==> src/rtl/modexp_pkg.sv <==
// Shared types and defaults for the modexp step sequencer.
//   state_t : sequencer FSM states
//   DW_DEF  : default datapath word width
//   EW_DEF  : default exponent width
//   clog2() : ceiling log2, used to size the bit index
package modexp_pkg;

  localparam int unsigned DW_DEF = 64;
  localparam int unsigned EW_DEF = 8;

  typedef enum logic [1:0] {
    IDLE  = 2'd0,
    ISSUE = 2'd1,
    DONE  = 2'd2
  } state_t;

  // Smallest r with 2**r >= v; loop bound keeps it a plain constant function.
  function automatic int unsigned clog2(input int unsigned v);
    int unsigned r;
    r = 0;
    for (int unsigned i = 0; i < 32; i++) begin
      if ((64'd1 << i) < 64'(v)) r = i + 1;
    end
    return r;
  endfunction

endpackage

==> src/rtl/modexp_exp_shreg.sv <==
// Exponent shift register: loads EW bits, presents the MSB, shifts left on advance.
//   clk, rst  : clock, synchronous active-high reset
//   load      : capture load_val (takes precedence over advance)
//   clear     : drop the held exponent (cancelled run)
//   advance   : shift one bit towards the MSB
//   load_val  : exponent to capture
//   msb       : current exponent bit, straight from the register
module modexp_exp_shreg
  import modexp_pkg::*;
#(
  parameter int unsigned EW = EW_DEF
) (
  input  logic          clk,
  input  logic          rst,
  input  logic          load,
  input  logic          clear,
  input  logic          advance,
  input  logic [EW-1:0] load_val,
  output logic          msb
);

  logic [EW-1:0] sr;

  // After EW advances the register is empty, so e_bit reads 0 outside a run.
  always_ff @(posedge clk) begin
    if (rst || clear) begin
      sr <= '0;
    end else if (load) begin
      sr <= load_val;
    end else if (advance) begin
      sr <= {sr[EW-2:0], 1'b0};
    end
  end

  assign msb = sr[EW-1];

endmodule

==> src/rtl/modexp_seq.sv <==
// Sequencer for a bit-serial square-and-multiply modexp datapath.
// Issues one step per exponent bit (MSB first), waits for each ack, captures
// the final z and offers it on a valid/ready port.
//   clk, rst            : clock, synchronous active-high reset
//   start, exp_in       : begin a run with this exponent (IDLE only)
//   abort               : cancel the run, no result
//   step_req, step_ack  : per-step handshake with the datapath
//   e_bit, z_init       : current exponent bit, first-step flag
//   z_in                : datapath z, sampled on req&ack
//   res_out, res_valid,
//   res_ready           : result port
//   busy                : not in IDLE
//   trig                : one-cycle pulse on the first step request of a run
//   step_cnt            : index of the bit being issued
module modexp_seq
  import modexp_pkg::*;
#(
  parameter int unsigned DW = DW_DEF,
  parameter int unsigned EW = EW_DEF,
  parameter int unsigned IW = clog2(EW)
) (
  input  logic          clk,
  input  logic          rst,
  input  logic          start,
  input  logic [EW-1:0] exp_in,
  input  logic          abort,
  output logic          step_req,
  input  logic          step_ack,
  output logic          e_bit,
  output logic          z_init,
  input  logic [DW-1:0] z_in,
  output logic [DW-1:0] res_out,
  output logic          res_valid,
  input  logic          res_ready,
  output logic          busy,
  output logic          trig,
  output logic [IW-1:0] step_cnt
);

  state_t        state;
  logic [IW-1:0] bit_idx;
  logic          sr_load;
  logic          sr_adv;

  // step_req is high for the whole ISSUE state, so an ack in ISSUE is a handshake.
  assign sr_load  = (state == IDLE) && start && !abort;
  assign sr_adv   = (state == ISSUE) && step_ack && !abort;
  assign step_cnt = bit_idx;

  modexp_exp_shreg #(
    .EW(EW)
  ) u_shreg (
    .clk     (clk),
    .rst     (rst),
    .load    (sr_load),
    .clear   (abort),
    .advance (sr_adv),
    .load_val(exp_in),
    .msb     (e_bit)
  );

  // FSM plus registered outputs; abort outranks ack and ready.
  always_ff @(posedge clk) begin
    if (rst) begin
      state     <= IDLE;
      bit_idx   <= '0;
      z_init    <= 1'b0;
      step_req  <= 1'b0;
      res_valid <= 1'b0;
      res_out   <= '0;
      busy      <= 1'b0;
      trig      <= 1'b0;
    end else if (abort) begin
      state     <= IDLE;
      bit_idx   <= '0;
      z_init    <= 1'b0;
      step_req  <= 1'b0;
      res_valid <= 1'b0;
      busy      <= 1'b0;
      trig      <= 1'b0;
    end else begin
      trig <= 1'b0;
      case (state)
        IDLE: begin
          if (start) begin
            state    <= ISSUE;
            bit_idx  <= IW'(EW - 1);
            z_init   <= 1'b1;
            step_req <= 1'b1;
            busy     <= 1'b1;
            trig     <= 1'b1;
          end
        end
        ISSUE: begin
          if (step_ack) begin
            z_init <= 1'b0;
            if (bit_idx != '0) begin
              bit_idx <= bit_idx - IW'(1);
            end else begin
              res_out   <= z_in;
              state     <= DONE;
              step_req  <= 1'b0;
              res_valid <= 1'b1;
            end
          end
        end
        DONE: begin
          if (res_ready) begin
            state     <= IDLE;
            res_valid <= 1'b0;
            busy      <= 1'b0;
          end
        end
        default: begin
          state     <= IDLE;
          step_req  <= 1'b0;
          res_valid <= 1'b0;
          busy      <= 1'b0;
        end
      endcase
    end
  end

endmodule

==> config.mk <==
export PLATFORM = sky130hd
export DESIGN_NAME = modexp_seq
export DESIGN_NICKNAME = d
export VERILOG_FILES = /design/src/rtl/modexp_pkg.sv /design/src/rtl/modexp_exp_shreg.sv /design/src/rtl/modexp_seq.sv
export SDC_FILE = /design/constraint.sdc
export NUM_CORES = 1
export LEC_CHECK = 0
export ABC_AREA = 0
export BUFFER_PORTS_ARGS = -buffer_cell sky130_fd_sc_hd__clkbuf_2
export CELL_PAD_IN_SITES_DETAIL_PLACEMENT = 1
export CELL_PAD_IN_SITES_GLOBAL_PLACEMENT = 2
export CORE_UTILIZATION = 32
export CTS_BUF_LIST = sky130_fd_sc_hd__clkbuf_8
export DETAILED_ROUTE_END_ITERATION = 8
export PLACE_DENSITY_LB_ADDON = 0.1
export SLEW_MARGIN = 5
export SYNTH_ARGS = -nofsm -noshare
export SYNTH_HDL_FRONTEND = slang
export SYNTH_SLANG_ARGS = --single-unit
==> constraint.sdc <==
create_clock -name clk -period 3.8 [get_ports clk]
set_clock_uncertainty 0.1 [all_clocks]
set_input_delay 0.38 -clock clk [delete_from_list [all_inputs] [get_ports clk]]
set_output_delay 0.38 -clock clk [all_outputs]
set_load 0.05 [all_outputs]
**Yosys cells after proc, flatten, opt, wreduce, memory -nomap -nowiden**

Cells that the tools add are included.

- Flip-flop bits (word level): 82
- Output and inout port bits: 73

- $add $sub $neg: 1
- Bitwise logic cells: 5
- Reduce and logical (&&, ||, !) cells: 19
- Equal/unequal tests: 7
- Muxes and demuxes: 23

Operators with widths:

| cell | count |
|---|---|
| $reduce_and A4 Y1 | 5 |
| $mux W8 | 2 |
| $mux W3 | 3 |
| $pmux W1 S3 | 3 |
| $mux W1 | 8 |
| $mux W2 | 4 |
| $ne A2 B2 Y1 const B | 4 |
| $pmux W2 S3 | 1 |
| $pmux W3 S2 | 1 |
| $reduce_and A3 Y1 | 2 |
| $not A1 Y1 | 5 |
| $logic_and A1 B1 Y1 | 4 |
| $reduce_bool A2 Y1 | 2 |
| $reduce_bool A3 Y1 | 1 |
| $reduce_or A3 Y1 | 1 |
| $sub A3 B1 Y3 const B | 1 |
| $eq A2 B1 Y1 const B | 1 |
| $eq A2 B2 Y1 const B | 1 |
| $logic_not A2 Y1 | 1 |
| $ne A2 B1 Y1 const B | 1 |
| $pmux W1 S2 | 1 |
| $reduce_or A2 Y1 | 1 |
| $logic_not A1 Y1 | 1 |
| $logic_or A1 B1 Y1 | 1 |

**Longest topological paths before layout**

- Depth after elaboration: 5
- Depth in mapped cells: 7
- Depth with buffers taken out: 5

**Modules after synthesis**

Synthesis repeated with hierarchy kept, for this count alone.

- Cells, all modules: 371
- Area, all modules: 3,860.0 µm²

Modules (own cells, without submodules):

| module | times used | area each (µm²) | seq. area each (µm²) | cells an instance |
|---|---|---|---|---|
| modexp_seq | 1 | 3,440.8 | 1,481.4 | 336 |
| modexp_exp_shreg | 1 | 419.2 | 160.2 | 35 |

**Worst setup path after synthesis**

OpenSTA, ideal clock, no wires.

- Path kind: reg-to-reg
- Start: register bit_idx[0] (netlist: step_cnt[0])
- End: register bit_idx[2] (netlist: step_cnt[2])
- Required time: 3.640 ns
- Stages on the path, launching flop included: 6
- Slack: 1.796 ns
- Period minus slack after synthesis: 2.004 ns
- Buffers on the path: 0
- Arrival: 1.845 ns
- Cells stage by stage: dfxtp_1 > inv_1 > ha_1 > or3b_1 > a2111oi_2 > a31o_1

- Longest elaborated chain between the ends: 4

Ends and longest elaborated chain:

| item | line | text |
|---|---|---|
| from (decl) | modexp_seq.sv:41 | `logic [IW-1:0] bit_idx;` |
| from (signal assigned) | modexp_seq.sv:87 | `bit_idx <= IW'(EW - 1);` |
| from (signal assigned) | modexp_seq.sv:98 | `bit_idx <= bit_idx - IW'(1);` |
| $sub A3 B1 Y3 | modexp_seq.sv:98 |  |
| $mux W3 | modexp_seq.sv:97 | `if (bit_idx != '0) begin` |
| $mux W3 | modexp_seq.sv:95 | `if (step_ack) begin` |
| $pmux W3 S2 | modexp_seq.sv:83 | `case (state)` |

Several ways; a longest one is shown, not always the timed one. The select of a mux whose other input is x is not followed.
A chain may end at the register's enable or synchronous reset.

**Final worst setup path**

- Start: register bit_idx[0] (netlist: step_cnt[0])
- End: register res_out[53]

- Longest elaborated chain between the ends: 3

Ends and longest elaborated chain:

| item | line | text |
|---|---|---|
| $reduce_bool A3 Y1 | modexp_seq.sv:97 |  |
| $not A1 Y1 (no source line) | - |  |
| $reduce_and A4 Y1 (no source line) | - |  |
| to (signal assigned) | modexp_seq.sv:100 | `res_out <= z_in;` |
| to (decl) | modexp_seq.sv:32 | `output logic [DW-1:0] res_out,` |

Every way passes these cells.

==> flow_summary.ini <==
[placed_design]
portBuffers = 150
hpwl_mm = 6.31
gp_congestion = 0.737
postPlaceCellArea_um2 = 4510

[clocking]
cts_tree = yes
cts.sinks = 82
post-cts-setup-buffer-count = 0
cts_buffers = 9
ctsHoldBuffers = 0
clk_latency_ns = 0.36
cts-root-buf = clkbuf_8
clkTransAtPathRegs_ns = 0.08
h-tree-depth = 3
cts_max_path_buffers = 2
cts_resized = 0

[worst_setup_path]
crit_family = buffers and inverters
path_class = reg2reg
worstPathArrival_ns = 2.43
worstPathMaxFanout = 51
cp_slowest_cell = buf_4
cp.buffers_inverters = 2
crit_chain = inv_1 > ha_1 > nand4b_1 > nor3_4 > buf_4 > mux2i_1
slowest_delay_ns = 0.71
cp.required_ns = 3.98
endpoint_kind = register
start_kind = register

[drt]
viasPerCell = 4.65
via_count = 2990
wirelength_mm = 9.07
wl_per_cell_um = 14.1
drc = 0
firstDrtPassIters = 4
ant_nets = 0
drt_iter0_drc = 93

[yosys]
ys_async_sr_fraction_pct = 0
seq_area_frac_synth_pct = 43.7
ys_types = 37
synth_edf_count = 0
synthFlopType = dfxtp_1
yosys_warnings = 0
syn_area_um2 = 3750
synth.avg_cell_area_um2 = 10.4
ys_ff_latch = 82
syn_nets = 440
syn_inst = 360

[finish]
stdcell_area_um2 = 4650
antenna_cells = 0
final_layout_size_suffix_gt1_share_pct = 35.2
syn_to_final_growth_pct = 24.0
nNetsFinal = 579
nFillCells = 1355
fin_util_pct = 40.8

[floorplanning]
die-height_um = 110
io_pins = 151
rows = 39
die_area_um2 = 12200
die-width_um = 110
initial_core_util_pct = 32.9
fp.coreArea_um2 = 11400

[timing]
setup_viol = 0
finalCritPeriodShare_pct = 59.1
slew_headroom_pct = 40.3
setup_tns_ns = 0
slew_viol_final = 0
tightest_slew_ns = 0.895
layout_min_cycle_time_ns = 2.25
rsz0062_at_grt = no
fmax_ghz = 0.445
holdWs_ns = 0.140
hold_viol = 0

[global_route]
antenna_found_initial = 0
grt_overflow_total = 0
grt_start_max_net_pins = 95
grt_pass1_wl_mm = 13.6
grt_pass1_vias = 2833
grt_usage_pct = 14.9

[flow_run]
max-cap-violations = 0

[run_status]
status = finished clean

[min_path]
hp-class = in2reg

[pwr]
power.density_nw_per_um2 = 353
leakagePower_nw = 1.93
ir_drop_mv = 0.144
[routing by layer]
layer	vias to the layer above	part of all wire (%)	track usage, %
met3	14	7.7	4.41
met5	-	0	0
met2	93	45	24.1
met4	0	2.1	8.18
met1	1392	45	17.7
li1	1491	-	-
[state kept, by name, summed over array words and instances (netlist names)]
signal	flops
step_req	1
res_out	64
z_init	1
trig	1
busy	1
res_valid	1
u_shreg.sr	8
step_cnt	3
state	2
[area by class of cell]
class	count	area [µm²]	share of cell area, %
Timing Repair Buffer	153	773	16.6
Clock inverter	2	8.76	0.188
Multi-Input combinational cell	251	1910	41.0
Clock buffer	10	138	2.96
Sequential cell	82	1640	35.3
Tap cell	143	179	3.85
Inverter	2	7.51	0.161
[cell usage after synthesis, types with 2 or more instances]
master | count | area share (%)
clkbuf_1 | 14 | 1.4
mux2i_1 | 66 | 18
inv_1 | 2 | 0.20
o21bai_1 | 2 | 0.40
nand2b_1 | 131 | 22
nand2_1 | 3 | 0.30
nor2_1 | 4 | 0.40
o221a_2 | 7 | 2.1
or3b_1 | 2 | 0.47
buf_12 | 6 | 3.2
a211oi_1 | 2 | 0.40
o21a_1 | 7 | 1.4
a21oi_1 | 5 | 0.67
ha_1 | 2 | 0.67
dfxtp_1 | 82 | 44
buf_2 | 4 | 0.53
[worst min-delay path: stages]
cell,delay (ns)
clkbuf_2,0.08
nand2_1,0.05
a21oi_1,0.05
[layout by cell type, fill, tap and decap left out, types with 2 or more instances in the layout]
| master | synthesis | final |
|---|---|---|
| nand2_1 | 3 | 3 |
| buf_4 | 0 | 3 |
| dfxtp_1 | 82 | 82 |
| a21oi_1 | 5 | 5 |
| clkbuf_8 | 0 | 10 |
| or3b_1 | 2 | 2 |
| a211oi_1 | 2 | 2 |
| o21a_1 | 7 | 7 |
| ha_1 | 2 | 2 |
| mux2i_1 | 66 | 66 |
| inv_1 | 2 | 3 |
| nand2b_1 | 131 | 131 |
| clkbuf_2 | 0 | 150 |
| o21bai_1 | 2 | 2 |
| o221a_2 | 7 | 7 |
| nor2_1 | 4 | 4 |
[metrics by stage]
stage / instances / worst slack [ns] / total power, W
after detailed placement: 631 / 1.54 / 0.00112
after global routing: 643 / 1.40 / 0.00173
final: 643 / 1.55 / 0.00164
after floorplan: 360 / 1.80 / 0.00105
after CTS: 643 / 1.51 / 0.00168
after global placement: 631 / 1.61 / 0.00112
[cells by family after synthesis]
group | count (synthesis) | share of synthesized area, %
AOI/OAI and AO/OA | 31 | 6.74
adders and majority gates | 2 | 0.667
buffers and inverters | 27 | 5.64
DFF | 82 | 43.7
muxes | 66 | 17.6
and+or+nand+nor | 152 | 25.6
[power breakdown]
group          total [W]  leakage, nW  switching, W  internal [W]
Sequential      0.000888        0.663     0.0000123      0.000876
Clock           0.000543       0.0811      0.000306      0.000238
Combinational   0.000209         1.18      0.000118     0.0000909
Total            0.00164         1.93      0.000436       0.00120
[final timing paths]
path                                                    to  cells past startpoint  slack, ns                      from
worst min register to register    res_out[40]$_SDFFE_PP0P_                      2       0.38  res_out[40]$_SDFFE_PP0P_
worst max register to register    res_out[53]$_SDFFE_PP0P_                      6       1.55  step_cnt[0]$_SDFFE_PP0P_
worst max-delay path              res_out[53]$_SDFFE_PP0P_                      6       1.55  step_cnt[0]$_SDFFE_PP0P_
worst min-delay path            u_shreg.sr[0]$_SDFFE_PP0P_                      3       0.14                 exp_in[0]
(Power assumes the default switching activity.)
